## src/rtl/adder_subtractor_unit.sv

```systemverilog
// N-bit two's-complement adder/subtractor: explicit ripple-carry chain of full adders,
// with sum, carry-out and signed-overflow registered each clock.
module adder_subtractor_unit #(
  parameter int N = 5
) (
  input  logic         clk,
  input  logic         rst,
  input  logic [N-1:0] a,
  input  logic [N-1:0] b,
  input  logic         ci,
  output logic [N-1:0] sum,
  output logic         co,
  output logic         ovf
);

  logic [N-1:0] b_eff;
  logic [N-1:0] sum_next;
  logic [N:0]   carry;
  logic         co_next;
  logic         ovf_next;

  // ci doubles as the mode bit and the carry-in, so subtract becomes a + ~b + 1
  assign carry[0] = ci;

  for (genvar gi = 0; gi < N; gi++) begin : g_stage
    assign b_eff[gi]    = b[gi] ^ ci;
    assign sum_next[gi] = a[gi] ^ b_eff[gi] ^ carry[gi];
    assign carry[gi+1]  = (a[gi] & b_eff[gi]) | (carry[gi] & (a[gi] ^ b_eff[gi]));
  end

  assign co_next  = carry[N];
  // Signed overflow: the carry into the sign bit disagrees with the carry out of it
  assign ovf_next = carry[N] ^ carry[N-1];

  always_ff @(posedge clk or posedge rst) begin
    if (rst) begin
      sum <= '0;
      co  <= 1'b0;
      ovf <= 1'b0;
    end else begin
      sum <= sum_next;
      co  <= co_next;
      ovf <= ovf_next;
    end
  end

endmodule

```

## config.mk

```make
export PLATFORM = sky130hd
export DESIGN_NAME = adder_subtractor_unit
export DESIGN_NICKNAME = d
export VERILOG_FILES = /design/src/rtl/adder_subtractor_unit.sv
export SDC_FILE = /design/constraint.sdc
export NUM_CORES = 1
export LEC_CHECK = 0
export CORE_AREA = 2 2 39 41
export CTS_CLUSTER_DIAMETER = 100
export CTS_CLUSTER_SIZE = 20
export DETAILED_ROUTE_END_ITERATION = 8
export DIE_AREA = 0 0 41 43
export PLACE_DENSITY = 0.69
export RECOVER_POWER = 50
export SETUP_SLACK_MARGIN = 0.4
export SYNTH_ARGS = -nofsm -noshare
export SYNTH_HDL_FRONTEND = slang
export SYNTH_SLANG_ARGS = --single-unit
```

## constraint.sdc

```tcl
create_clock -name clk -period 1.24 [get_ports clk]
set_clock_uncertainty 0.2 [all_clocks]
set_input_delay 0.248 -clock clk [delete_from_list [all_inputs] [get_ports clk]]
set_output_delay 0.248 -clock clk [all_outputs]
set_load 0.005 [all_outputs]
```

==> results.py, run 1 <==
metrics = {
    "logic_synthesis": {
        "avgSynthCellArea_sq_um": 13.7,
        "syn_inst": 26,
        "synth_top_cell_by_area": "dfrtp_1",
        "synth_top_area_share_pct": 49.1,
        "synthTopCellsByArea": "dfrtp_1 (49%), fa_1 (22%), inv_1 (7.4%)",
        "ys_seq_elements": 7,
        "async_flop_share_pct": 100,
        "synthAdderAreaFrac_pct": 22.5,
        "synth_edf_count": 0,
        "synth_compound_area_share_pct": 0,
        "synthSimpleGateAreaFrac_pct": 0,
        "ys_types": 7,
        "ys_warn_count": 0,
        "synth_xor_xnor_area_share_pct": 14.7,
        "muxShareOfSynthArea_pct": 3.16,
        "synth_commonest_cells": "dfrtp_1 (7), inv_1 (7), fa_1 (4)",
        "syn_nets": 43,
        "synth_top_family_by_area": "adder cells",
        "synth-seq-area-share_pct": 49.1,
        "syn_area_sq_um": 357,
        "ys.flop_type": "dfrtp_1",
    },
    "placement": {
        "numPortBuffers": 19,
        "gp_congestion": 0.560,
        "place_hpwl_microns": 539,
        "placed_cells_incl_taps": 62,
    },
    "cells_and_area": {
        "syn_to_final_growth_pct": 69.5,
        "finalNetCount": 70,
        "final_core_util_pct": 43.7,
        "antennaDiodeCount": 0,
        "drive_gt1_share_pct": 55.8,
        "finalNonFillerCells": 68,
    },
    "detailed_routing": {
        "dr_total_vias": 248,
        "ant_nets": 0,
        "drc": 0,
        "firstDrtPassIters": 1,
        "wl_microns": 613,
        "wire_per_inst_microns": 9.01,
        "avgViaCountPerCell": 3.65,
        "drtIter0Drc": 0,
    },
    "setup_path": {
        "worstPathRequired_ps": 1160,
        "cp-start-kind": "primary input",
        "crit_path_end_kind": "flip-flop",
        "crit_chain": "buf_6 > xor2_2 > fa_2 > inv_2 > fa_2 > fa_2 > inv_2 > fa_2",
        "cp_top_family": "adder cells",
        "path_class": "primary input to flip-flop",
        "cp.arrival_ps": 1930,
        "max_stage_delay_ps": 420,
        "crit_top_cell": "fa_2",
        "crit_start": "b[1]",
        "path_buf_inv": 3,
        "cpMaxStageDelayCell": "fa_2",
        "critPathMaxFanout": 2,
    },
    "pwr": {
        "cellPowerDensity_nw_per_um2": 1170,
        "p_leak_nw": 0.302,
        "ir_drop_mv": 0.298,
    },
    "timing": {
        "finalHoldViolCount": 0,
        "hold-worst-slack_ps": 0.726,
        "clock.fmax_mhz": 497,
        "worst_pin_slew_ps": 244,
        "period_minus_slack_ps": 2010,
        "grt_setup_unrepaired": "true",
        "setup_slack_ps": -773,
        "slew_viol_final": 0,
        "max-slew-margin-rel_pct": 83.7,
        "fin_crit_sh_pct": 162,
        "setup_viol": 5,
    },
    "clocking": {
        "clk_pin_slew_ps": 50,
        "htree_num_levels": 1,
        "cts_tree": "yes",
        "cts_buffer_depth": 2,
        "cts_root_buf": "clkbuf_4",
        "cts_sinks": 7,
        "cts_made_buffers": 3,
    },
    "floorplanning": {
        "dieHeight_microns": 43,
        "coreArea_sq_um": 1380,
        "placementRows": 14,
        "start_util_pct": 25.8,
        "die_w_microns": 41,
        "die_area_sq_um": 1760,
        "ioPinCount": 20,
    },
    "outcome": {
        "violations": "setup timing",
        "status": "finished with violations",
    },
    "global_routing": {
        "grt_pass1_vias": 246,
        "overflow": 0,
        "grt_usage_pct": 7.83,
        "grt_antenna_before_repair": 0,
        "grt_max_degree": 8,
        "grt_pass1_wl_microns": 869,
    },
    "hold_path": {
        "hp-class": "primary input to flip-flop",
        "min-delay-start": "a[0]",
    },
    "job": {
        "max-cap-violations": 0,
    },
}
path summary, 6_finish.rpt:
check,end,cells after the start
max,sum[4],8
min in group asynchronous,ovf,2
min,sum[0],2
max in group asynchronous,sum[3],2
report_power, final:
part / internal [mW] / switching [mW]
Sequential: 0.281 / 0.00930
Combinational: 0.130 / 0.0927
Clock: 0.122 / 0.0737
repair_timing:
item | CTS | global route
hold endpoints to repair | 1 | 0
buffers inserted | 1 | 1
endpoints found under the setup margin | 14 | 13
pin swaps | 6 | 5
cloned | 0 | 0
resized for setup | 54 | 3
cells in the final DEF (no fill, tap or decap), drive strengths merged:
master / instances
dlymetal6s2s: 1
xnor2: 3
dfrtp: 7
dlygate4sd3: 1
mux2: 1
clkbuf: 5
fa: 4
inv: 7
xor2: 3
clkdlybuf4s50: 4
dlygate4sd2: 2
buf: 14
metrics by stage:
stage | instance area, sq um | power (mW) | setup slack (ps) | setup TNS, ps
floorplan | 379 | 0.391 | -1010 | -4280
global placement | 589 | 0.547 | -1490 | -7100
detailed placement | 589 | 0.557 | -1520 | -7290
CTS | 594 | 0.716 | -894 | -3440
global route | 604 | 0.761 | -833 | -3180
finish | 604 | 0.709 | -773 | -2950
final cells by class:
type	instances	area (sq um)
clock buffers	4	26.3
fillers	134	779
inverters	7	26.3
multi-input cells	11	173
well taps	16	20.0
repair buffers	23	184
flip-flops and latches	7	175
cell families after synthesis:
kind of cell             Yosys count
XOR/XNOR                           6
multiplexers                       1
flip-flops                         7
adder cells (fa/ha/maj)            4
buffers and inverters              8
state kept, by name, summed over array words and instances, names as in the netlist:
signal  cells
co          1
ovf         1
sum         5
per-layer routing:
metal / GRT usage [%] / vias up / routed length [microns] / share of wire [%]
met1: 6.35 / 114 / 209 / 34
li1: - / 122 / - / -
met4: 8.00 / 0 / 0 / 0
met2: 13.4 / 12 / 328 / 54
met3: 1.57 / 0 / 75 / 12
met5: 0 / - / 0 / 0
No activity file was read; power rests on OpenSTA's default activity.
==> run 2, diff against run 1 <==
- ABC_AREA: not set -> 0
- GPL_TIMING_DRIVEN: not set -> 0
==> results.py, run 2 (synthesis results as in run 1) <==
metrics = {
    "global_routing": {
        "grt_max_degree": 8,
        "grt_pass1_vias": 277,
        "grt_usage_pct": 8.84,
        "grt_antenna_before_repair": 0,
        "overflow": 0,
        "grt_pass1_wl_microns": 1050,
    },
    "detailed_routing": {
        "dr_wl_met3_microns": 68,
        "drtIter0Drc": 3,
        "drc": 0,
        "firstDrtPassIters": 2,
        "ant_nets": 0,
        "top_layer_used": "met3",
        "wire_per_inst_microns": 10.1,
        "dr_total_vias": 253,
        "avgViaCountPerCell": 3.78,
        "route.met2.wl_microns": 380,
        "wl_microns": 680,
        "drt-met1-wl_microns": 232,
    },
    "setup_path": {
        "crit_path_end_kind": "flip-flop",
        "cp.arrival_ps": 2020,
        "critPathMaxFanout": 2,
        "cp_top_family": "adder cells",
        "path_class": "primary input to flip-flop",
        "worstPathRequired_ps": 1160,
        "crit_chain": "buf_6 > mux2_4 > fa_2 > inv_2 > fa_2 > fa_2 > inv_2 > fa_2 > xnor2_2",
        "crit_start": "b[0]",
        "max_stage_delay_ps": 370,
        "crit_top_cell": "fa_2",
        "cpMaxStageDelayCell": "fa_2",
        "path_buf_inv": 3,
        "cp-start-kind": "primary input",
    },
    "cells_and_area": {
        "regMostFlops": "sum",
        "mostFrequentLayoutCell": "buf_2",
        "finalNonFillerCells": 67,
        "top_regs": "sum x5, co x1, ovf x1",
        "syn_to_final_growth_pct": 71.2,
        "nFillCells": 131,
        "drive_gt1_share_pct": 54.9,
        "layout_common_cells": "buf_2 (8), dfrtp_1 (7), clkdlybuf4s50_1 (5)",
        "largest_reg_flops": 5,
        "final_core_util_pct": 44.1,
        "finalNetCount": 69,
        "antennaDiodeCount": 0,
        "final_area_sq_um": 611,
    },
    "timing": {
        "setup_slack_ps": -861,
        "setup_viol": 5,
        "grt_setup_unrepaired": "true",
        "worst_pin_slew_ps": 244,
        "max-slew-margin-rel_pct": 83.7,
        "clock.fmax_mhz": 476,
        "period_minus_slack_ps": 2100,
        "setup_tns_ps": -3270,
        "slew_viol_final": 0,
        "finalHoldViolCount": 0,
        "hold-worst-slack_ps": 1.52,
        "fin_crit_sh_pct": 169,
    },
    "hold_path": {
        "min-delay-start": "a[0]",
        "hp-class": "primary input to flip-flop",
    },
    "placement": {
        "numPortBuffers": 18,
        "pre_cts_slack_ps": -1600,
        "place_hpwl_microns": 581,
        "gp_congestion": 0.564,
        "place_area_sq_um": 579,
        "placed_cells_incl_taps": 60,
    },
    "floorplanning": {
        "dieHeight_microns": 43,
        "die_w_microns": 41,
        "placementRows": 14,
        "start_util_pct": 25.8,
        "ioPinCount": 20,
        "coreArea_sq_um": 1380,
        "die_area_sq_um": 1760,
    },
    "outcome": {
        "status": "finished with violations",
        "violations": "setup timing",
    },
    "pwr": {
        "cellPowerDensity_nw_per_um2": 1180,
        "total_power_mw": 0.721,
        "ir_drop_mv": 0.362,
        "p_leak_nw": 0.298,
    },
    "clocking": {
        "cts_sinks": 7,
        "cts_made_buffers": 3,
        "cts_tree": "yes",
        "htree_num_levels": 1,
        "cts_root_buf": "clkbuf_4",
        "cts_buffer_depth": 2,
        "clk_pin_slew_ps": 50,
    },
    "job": {
        "max-cap-violations": 0,
    },
}
==> run 2: power by group <==
part	total, mW	switching, mW	internal (mW)	leakage [nW]
sequential	0.292	0.0115	0.281	0.0816
combinational	0.232	0.0974	0.134	0.201
clock	0.197	0.0747	0.122	0.0150
total	0.721	0.184	0.538	0.298
==> run 2: path summary, 6_finish.rpt <==
check | end | slack (ps) | depth (start not counted)
max | ovf | -860 | 9
min | sum[0] | 2 | 2
max in group asynchronous | co | 480 | 2
min in group asynchronous | sum[1] | 160 | 2
==> run 2: metal layers <==
| metal | vias to the layer above | track usage [%] |
|---|---|---|
| li1 | 121 | - |
| met1 | 120 | 8.36 |
| met2 | 12 | 16.6 |
| met3 | 0 | 1.57 |
| met4 | 0 | 4.00 |
| met5 | - | 0 |
==> run 2: layout make-up <==
| cell class | instances | area, sq um | area share [%] |
|---|---|---|---|
| Tap cell | 16 | 20.0 | 3.28 |
| Timing Repair Buffer | 21 | 163 | 26.6 |
| Multi-Input combinational cell | 11 | 180 | 29.5 |
| Sequential cell | 7 | 175 | 28.7 |
| Inverter | 7 | 26.3 | 4.30 |
| Buffer | 1 | 20.0 | 3.28 |
| Clock buffer | 4 | 26.3 | 4.30 |
==> run 2: timing repair <==
item	in CTS	in global routing
gates resized for setup	48	2
gates cloned	0	0
setup buffers	2	1
endpoints found under the setup margin	14	13
hold endpoints to repair	1	0
pin swaps	6	4
==> RTL edit (flow settings as in run 2) <==
Set the parameter `N` to 6 (it was 5).
--- a/src/rtl/adder_subtractor_unit.sv
+++ b/src/rtl/adder_subtractor_unit.sv
@@ -2,5 +2,5 @@
 // with sum, carry-out and signed-overflow registered each clock.
 module adder_subtractor_unit #(
-  parameter int N = 5
+  parameter int N = 6
 ) (
   input  logic         clk,
Interface: changed (resized a, b and sum); port bits go from 20 to 23. No check against the original RTL was run, so the function may have changed too.
==> RTL edit against run 2 <==
Sequential cell count rose by 1. Final area rose by 15%. Count of clock-buffer cells in the layout fell by 1. Global-route usage fell by 0.49 points. Core utilization rose by 6.5 points. Sequential power rose by 15%. Die area did not move. Via count rose by 16%. Area after synthesis rose by 17%. Total power rose by 9.1%. The flow finishes with violations (negative hold slack, negative setup slack). Largest cell class is now multi-input combinational cells. Worst setup slack got worse by 0.26 ns. Routed wire length fell by 6.0%. Hold slack got worse by 0.025 ns. Clock power fell by 8%. Critical endpoint is now sum[5].
==> RTL edit: results <==
group,metric,value,unit
detailed_routing,drt_first_pass_iters,1,
detailed_routing,first_iter_violations,0,
clocking,htree_levels,1,
placement,numPortBuffers,21,
grt,grt_start_max_net_pins,9,
placement,dpl.cell_count,68,
detailed_routing,dr.max_layer_used,"met4",
status,violations,"negative hold slack, negative setup slack",
clocking,path_clk_slew,0.05,ns
yosys,synth_cells,31,
critical_path,crit_fanout,3,
critical_path,cp_slowest_cell,"fa_2",
finish,drive_gt1_share,53.4,%
status,status,"finished, violations left",
grt,grt_pass1_vias,290,
timing,fin_ws,-1.12,ns
timing,setup_viol,6,
grt,antenna_found_initial,0,
finish,largestRegisters,"sum (6), co (1), ovf (1)",
detailed_routing,post_drt_wl_per_cell,8.64,um
placement,dp_slack,-1.79,ns
detailed_routing,routed-wl-met2,343,um
timing,tns,-4.62,ns
yosys,synthMuxAreaShare,2.69,%
yosys,synthAdderAreaFrac,24.0,%
timing,hold_ws,-0.0232,ns
detailed_routing,wl_met1,207,um
grt,track_usage,8.35,%
grt,use_met1,9.43,%
detailed_routing,dr_wl_met3,75,um
clocking,cts_buffer_depth,2,
finish,antenna_cells,0,
placement,place_area,672,sq um
yosys,synthTopCellsByArea,"dfrtp_1, fa_1, xnor2_1",
placement,gp_congestion,0.577,
finish,nets,80,
yosys,synthTopCellsByCount,"inv_1, dfrtp_1, fa_1, xnor2_1, xor2_1",
grt,grt_pass1_wl,1040,um
pwr,peakVddDrop,0.306,mV
yosys,synth_compound_area_share,0,%
yosys,syn-num-nets,51,
min_path,hp-class,"in2reg",
placement,dp_hpwl,551,um
critical_path,cp_data_arrival_time,2.28,ns
yosys,yosysSeqAreaShare,47.9,%
timing,hold_viol,1,
pwr,leakagePower,0.339,nW
critical_path,cpPeakStageDelay,0.41,ns
yosys,synth_xor_area_share,14.7,%
yosys,synth.distinct_cells,7,
critical_path,critPathTopFamily,"adder cells",
clocking,cts_buffers,3,
grt,grt_use_met2,14.1,%
yosys,yosysWarnings,0,
clocking,cts_root_buffer,"clkbuf_4",
timing,max_slew_margin,81.6,%
yosys,async_flop_share,100,%
detailed_routing,viasPerCell,3.97,
grt,grtUsageMet3,1.57,%
detailed_routing,wirelength,639,um
-- RTL edit: worst paths after layout --
check | startpoint | endpoint | slack, ns
hold / removal | b[0] | sum[0] | -0.02
max in group asynchronous | rst | sum[3] | 0.45
min in group asynchronous | rst | ovf | 0.18
setup / recovery | ci | sum[5] | -1.12
-- RTL edit: cell type report --
cell class,count,area (sq um)
Buffer,1,20.0
Clock buffer,3,22.5
Fill cell,143,683
Inverter,9,33.8
Multi-Input combinational cell,13,215
Sequential cell,8,200
Tap cell,16,20.0
Timing Repair Buffer,24,189
-- RTL edit: repair_timing --
action | in CTS | in global routing
gates resized for setup | 51 | 6
hold endpoints to repair | 1 | 1
setup endpoints to repair | 16 | 15
pin swaps | 6 | 6
setup buffers | 1 | 2
-- RTL edit: power breakdown --
part	total (W)	switching [W]	internal, W	leakage [nW]
registers	0.000336	0.0000127	0.000323	0.0932
logic	0.000270	0.000112	0.000158	0.232
clock network	0.000181	0.0000711	0.000110	0.0138
